<file path="config.mk">
export PLATFORM = sky130hd
export DESIGN_NAME = alu_sequencer
export DESIGN_NICKNAME = d
export VERILOG_FILES = /design/src/rtl/alu_sequencer.sv
export SDC_FILE = /design/constraint.sdc
export NUM_CORES = 1
export LEC_CHECK = 0
export CAP_MARGIN = 5
export CORE_MARGIN = 5
export CORE_UTILIZATION = 40
export DETAILED_ROUTE_END_ITERATION = 10
export PLACE_DENSITY_LB_ADDON = 0.12
export SLEW_MARGIN = 5
export SYNTH_ARGS = -nofsm -noshare
export SYNTH_HDL_FRONTEND = slang
export SYNTH_SLANG_ARGS = --single-unit
</file>
<file path="constraint.sdc">
create_clock -name clk -period 3.6 [get_ports clk]
set_input_delay 0.36 -clock clk [delete_from_list [all_inputs] [get_ports clk]]
set_output_delay 0.36 -clock clk [all_outputs]
set_load 0.02 [all_outputs]
</file>
<file path="src/rtl/alu_sequencer.sv">
`default_nettype none
// ============================================================================
// Module   : alu_sequencer
// Purpose  : Handshaked command sequencer in front of the ALU function units
//            (suma, complemento, shiftl, shiftR, compc, compn, load). Takes
//            one opcode+operand command at a time, pulses a one-cycle start to
//            the selected unit, waits for that unit's done and returns the
//            captured result on a valid/ready response port.
// Ports    : clk, rst_n            - rising-edge clock, async active-low reset
//            cmd_valid/cmd_ready   - command handshake
//            cmd_opcode, cmd_data  - 3-bit opcode (6 illegal), operand
//            unit_start[6:0]       - registered one-hot start (opcode 7 -> bit 6)
//            unit_data             - registered operand, held until next accept
//            unit_done[6:0]        - per-unit done, same indexing as start
//            unit_result           - unit i result at [i*DATA_W +: DATA_W]
//            rsp_valid/rsp_ready   - response handshake
//            rsp_data, rsp_err     - result (0 on error); 00 ok/01 illegal/10 timeout
//            busy                  - high whenever the FSM is not idle
// Config   : `define ALU_SEQ_TIMEOUT_EN to enable the WAIT watchdog
//            (TIMEOUT_CYCLES, CNT_W). Without it WAIT holds indefinitely.
// Revision : 1.0 - initial release
// ============================================================================
module alu_sequencer #(
  parameter int DATA_W         = 8,
  parameter int TIMEOUT_CYCLES = 255,
  parameter int CNT_W          = 8
) (
  input  logic                  clk,
  input  logic                  rst_n,
  input  logic                  cmd_valid,
  output logic                  cmd_ready,
  input  logic [2:0]            cmd_opcode,
  input  logic [DATA_W-1:0]     cmd_data,
  output logic [6:0]            unit_start,
  output logic [DATA_W-1:0]     unit_data,
  input  logic [6:0]            unit_done,
  input  logic [7*DATA_W-1:0]   unit_result,
  output logic                  rsp_valid,
  input  logic                  rsp_ready,
  output logic [DATA_W-1:0]     rsp_data,
  output logic [1:0]            rsp_err,
  output logic                  busy
);

  localparam int          c_NUM_UNITS = 7;
  localparam logic [6:0]  c_START_ONE = 7'd1;
  localparam logic [2:0]  c_OP_ILLEGAL = 3'd6;
  localparam logic [2:0]  c_OP_LOAD    = 3'd7;
  localparam logic [1:0]  c_ERR_OK      = 2'b00;
  localparam logic [1:0]  c_ERR_ILLEGAL = 2'b01;
`ifdef ALU_SEQ_TIMEOUT_EN
  localparam logic [1:0]  c_ERR_TIMEOUT = 2'b10;
  // Counter value seen on the last permitted WAIT cycle (counter starts at 0).
  localparam logic [CNT_W-1:0] c_TIMEOUT_LAST = CNT_W'(TIMEOUT_CYCLES - 1);
`endif

  // Elaboration guard: the watchdog counter must be able to hold the limit.
  if ((TIMEOUT_CYCLES < 1) || (TIMEOUT_CYCLES >= (1 << CNT_W))) begin : g_bad_timeout_cfg
    $error("alu_sequencer: TIMEOUT_CYCLES must be in 1 .. 2**CNT_W-1");
  end

  typedef enum logic [1:0] {
    ST_IDLE     = 2'd0,
    ST_DISPATCH = 2'd1,
    ST_WAIT     = 2'd2,
    ST_RESP     = 2'd3
  } state_t;

  state_t              r_state;
  state_t              w_state_next;
  logic [2:0]          r_sel;
  logic [2:0]          w_sel_next;
  logic [6:0]          w_start_next;
  logic [DATA_W-1:0]   w_udata_next;
  logic                w_valid_next;
  logic [DATA_W-1:0]   w_rdata_next;
  logic [1:0]          w_err_next;

  logic [2:0]          w_cmd_sel;
  logic                w_cmd_illegal;
  logic                w_done_sel;
  logic [DATA_W-1:0]   w_result_sel;
  logic [DATA_W-1:0]   w_result_arr [c_NUM_UNITS];

`ifdef ALU_SEQ_TIMEOUT_EN
  logic [CNT_W-1:0]    r_cnt;
  logic [CNT_W-1:0]    w_cnt_next;
`endif

  // Split the flat result bus into one lane per unit.
  for (genvar gi = 0; gi < c_NUM_UNITS; gi++) begin : g_unpack_result
    assign w_result_arr[gi] = unit_result[gi*DATA_W +: DATA_W];
  end

  // Opcode 7 (load) lives on unit lane 6; opcode 6 has no unit.
  assign w_cmd_illegal = (cmd_opcode == c_OP_ILLEGAL);
  assign w_cmd_sel     = (cmd_opcode == c_OP_LOAD) ? 3'd6 : cmd_opcode;

  // Only the selected unit's done/result are observed.
  assign w_done_sel   = unit_done[r_sel];
  assign w_result_sel = w_result_arr[r_sel];

  assign cmd_ready = (r_state == ST_IDLE);
  assign busy      = (r_state != ST_IDLE);

  // --------------------------------------------------------------------------
  // Next-state / next-output logic
  // --------------------------------------------------------------------------
  always_comb begin
    w_state_next = r_state;
    w_sel_next   = r_sel;
    w_start_next = '0;
    w_udata_next = unit_data;
    w_valid_next = rsp_valid;
    w_rdata_next = rsp_data;
    w_err_next   = rsp_err;
`ifdef ALU_SEQ_TIMEOUT_EN
    w_cnt_next   = r_cnt;
`endif

    case (r_state)
      ST_IDLE: begin
        if (cmd_valid) begin
          w_udata_next = cmd_data;
          w_sel_next   = w_cmd_sel;
          if (w_cmd_illegal) begin
            w_state_next = ST_RESP;
            w_valid_next = 1'b1;
            w_rdata_next = '0;
            w_err_next   = c_ERR_ILLEGAL;
          end else begin
            // Start is registered so it is high exactly during DISPATCH.
            w_state_next = ST_DISPATCH;
            w_start_next = c_START_ONE << w_cmd_sel;
          end
        end
      end

      ST_DISPATCH: begin
        // Done seen here is ignored; units answer at least one cycle later.
        w_state_next = ST_WAIT;
`ifdef ALU_SEQ_TIMEOUT_EN
        w_cnt_next   = '0;
`endif
      end

      ST_WAIT: begin
        if (w_done_sel) begin
          // Done has priority over a coincident timeout.
          w_state_next = ST_RESP;
          w_valid_next = 1'b1;
          w_rdata_next = w_result_sel;
          w_err_next   = c_ERR_OK;
        end
`ifdef ALU_SEQ_TIMEOUT_EN
        else if (r_cnt == c_TIMEOUT_LAST) begin
          w_state_next = ST_RESP;
          w_valid_next = 1'b1;
          w_rdata_next = '0;
          w_err_next   = c_ERR_TIMEOUT;
        end else begin
          w_cnt_next = r_cnt + 1'b1;
        end
`endif
      end

      ST_RESP: begin
        // Late done from a timed-out unit lands here and is ignored.
        if (rsp_ready) begin
          w_state_next = ST_IDLE;
          w_valid_next = 1'b0;
        end
      end

      default: begin
        w_state_next = ST_IDLE;
        w_valid_next = 1'b0;
      end
    endcase
  end

  // --------------------------------------------------------------------------
  // State and registered outputs
  // --------------------------------------------------------------------------
  always_ff @(posedge clk or negedge rst_n) begin
    if (!rst_n) begin
      r_state    <= ST_IDLE;
      r_sel      <= '0;
      unit_start <= '0;
      unit_data  <= '0;
      rsp_valid  <= 1'b0;
      rsp_data   <= '0;
      rsp_err    <= '0;
    end else begin
      r_state    <= w_state_next;
      r_sel      <= w_sel_next;
      unit_start <= w_start_next;
      unit_data  <= w_udata_next;
      rsp_valid  <= w_valid_next;
      rsp_data   <= w_rdata_next;
      rsp_err    <= w_err_next;
    end
  end

`ifdef ALU_SEQ_TIMEOUT_EN
  always_ff @(posedge clk or negedge rst_n) begin
    if (!rst_n) begin
      r_cnt <= '0;
    end else begin
      r_cnt <= w_cnt_next;
    end
  end
`endif

endmodule
`default_nettype wire

</file>
==> metrics.md <==
| Metric | Value |
|---|---|
| FP Rows | `24` |
| WS Path Type | `flop to flop` |
| First-pass GRT wire length | `between 8 and 9 mm` |
| Sw Pwr | `around 0.0008 W` |
| Register area share after synthesis | `between 40% and 50%` |
| Mapped Area | `~1800 µm²` |
| Worst Tran Pin Value | `~1000 ps` |
| Share of the synthesized area in the top cell type | `42.5%` |
| Worst-path clk slew | `around 70 ps` |
| Setup TNS | `0 ps` |
| Drt first-iter violations | `between 60 and 70` |
| Core Area | `4320 µm²` |
| Cell with the most instances after synthesis | `dfrtp_1` |
| Die height | `76.5 µm` |
| Cts bufs inserted | `5` |
| Clk sinks | `30` |
| Hold crit path type | `input port to asynchronous set/reset pin` |
| Top Usage Layer GRT | `met2` |
| Fin. max-slew vios | `0` |
| Largest net degree at the start of global routing | `31` |
| Ys async rst share | `between 90% and 100%` |
| CP arrival | `2520 ps` |
| Max-cap violations | `0` |
| Skew-Pair Late Insertion Delay | `slightly below 300 ps` |
| Pwr dens | `748 nW/µm²` |
| Routed wire length | `5.22 mm` |
| CP Launch Type | `flop` |
| Congestion Overflow GR | `0` |
| Clock Path Buffers | `2` |
| GRT met3 Usage | `under 10%` |
| Antenna violations before repair | `0` |
| Syn Inst Count | `157` |
| Clock share of power | `19.2%` |
| Syn. warnings | `0` |
| DR WL/cell | `between 15 and 20 µm` |
| Seq cells post-synth | `30` |
| CTS Hold Bufs | `0` |
| Fraction of layout cells with a size suffix above 1 | `around an eighth` |
| Initial Util | `between 40% and 50%` |
| Max Fclk | `428 MHz` |
| Synthesized area per cell | `~11 µm²` |
| VDD IR-drop max | `about 0.00048 V` |
| Setup violators final | `0` |
| Cell internal pwr | `0.00141 W` |
| Vias in the first global route | `between 1500 and 2000` |
| CTS H-tree depth | `2` |
| Top area cells in the synthesized netlist | `dfrtp_1 (42%), mux4_2 (11%), mux2i_1 (11%)` |
| Final Power | `0.00222 W` |
| Met1 Use GR | `approximately a fifth` |
| RSZ-0062 raised after global routing | `no` |
| DR vias | `approximately 1600` |
| Comb power frac | `approximately half` |
| Reg power frac | `roughly 30%` |
| Critical Path Sink Type | `flop` |
| Switching share of power | `between 30 and 40%` |
| Synth area leader | `dfrtp_1` |
| Diode count | `0` |
| Root buffer cell | `clkbuf_8` |
| TritonRoute pass-1 iters | `4` |
| Post-Syn Nets | `approximately 240` |
| Total setup buffers inserted after CTS | `0` |
| Post-route ant nets | `0` |
| Status | `complete, no violations` |
| Tcrit/Tclk final | `65.0%` |
| EDFF count, synth | `0` |
| Post-CTS sizing | `0` |
| Ports | `about 110` |
| Nets | `340` |
| Endpoints failing hold | `0` |
| Via-to-Cell Ratio | `about 5.3` |
| Met2 usage | `32.4%` |
| TritonCTS clock tree | `done` |
| Gr usage total | `18.2%` |
| Worst clock skew | `roughly 11 ps` |
| Die X | `76.5 µm` |
| Post-synth top cells | `dfrtp_1 (30), nand2_1 (22), mux2i_1 (19)` |
| Die ar. | `around 5800 µm²` |
| Top FF cell, synth | `dfrtp_1` |
| Post-DP HPWL | `around 4.2 mm` |
| Required time worst endpoint | `approximately 3800 ps` |
| Port buffer count | `104` |
| Cell variety after synth | `32` |
| Slew headroom | `34.4%` |
| DRC Markers | `0` |
| CP max FO | `22` |
| Pleak | `1.28 nW` |
| Post-route minimum period | `2340 ps` |
| Layout area overhead | `67.9%` |
| Final GP Congestion | `just under 0.8` |
-- per-stage QoR --
stage	utilization (%)	instances	hold slack, ps	instance area, µm²	setup slack, ps
global route	68.6	311	512	2970	1090
global placement	65.3	303	476	2830	1310
floorplan	-	157	64.4	1770	1500
CTS	68.6	311	472	2970	1230
finish	68.6	311	464	2970	1260
detailed placement	65.3	303	493	2830	1260
-- critical path, stage by stage (launching register included) --
cell	delay, ps
dfrtp_1	990
mux2i_1	170
mux4_2	560
a21oi_2	230
nor2_1	60
a211o_1	220
-- power groups by stage --
stage	clock [W]	combinational, W	sequential, W
2_1_floorplan	0	0.000708	0.000674
3_3_place_gp	0	0.00113	0.000661
3_5_place_dp	0	0.00115	0.000668
6_report	0.000426	0.00114	0.000655
5_1_grt	0.000448	0.00124	0.000690
4_1_cts	0.000435	0.00115	0.000661
-- cell usage in the layout, fill, tap and decap left out, types with 3 or more instances in the layout --
cell type          n
clkdlybuf4s50_1  104
dfrtp_1           30
nand2_1           22
mux2i_1           19
o21ai_0           10
mux2_2            10
mux4_2             9
o211ai_1           8
clkbuf_8           6
inv_1              4
nand2b_1           4
nor2_1             4
ha_1               4
nor3_1             3
nor2b_1            3
-- final cells by class --
type                    instances  area (µm²)
well taps                      52        65.1
clock inverters                 2        60.1
clock buffers                   6        82.6
repair buffers                105        1050
inverters                       4        15.0
fillers                       353        1360
flip-flops and latches         30         751
multi-input cells             112         946
-- logic make-up (layout without fill, tap and decap cells) --
logic type	Yosys count	after routing	share of synthesized area (%)
AOI/OAI and AO/OA	26	26	9.91
other	1	1	0.212
buffers and inverters	15	117	4.03
and+or+nand+nor	43	43	12.0
DFF	30	30	42.5
muxes	38	38	28.6
adders and majority gates	4	4	2.83
-- sequential cells by signal, indices dropped and copies added, names as in the netlist --
name        count
r_sel           3
r_state         2
rsp_data        8
rsp_err         1
rsp_valid       1
unit_data       8
unit_start      7
-- final timing paths --
check,end,depth (start not counted),from,slack (ps)
setup reg to reg,r_state[1],5,r_sel[1],1260
hold reg to reg,unit_data[4],1,unit_data[4],510
hold / removal,rsp_valid,2,rst_n,460
max in group asynchronous,rsp_data[3],2,rst_n,2840
setup / recovery,r_state[1],5,r_sel[1],1260
min in group clk,unit_data[4],1,unit_data[4],510
-- metal layers --
layer / up-vias / share of wire, %
met5: - / 0
met4: 0 / 2.2
met3: 12 / 6.0
met2: 65 / 54
met1: 796 / 38
li1: 769 / -
(Power assumes the default switching activity.)
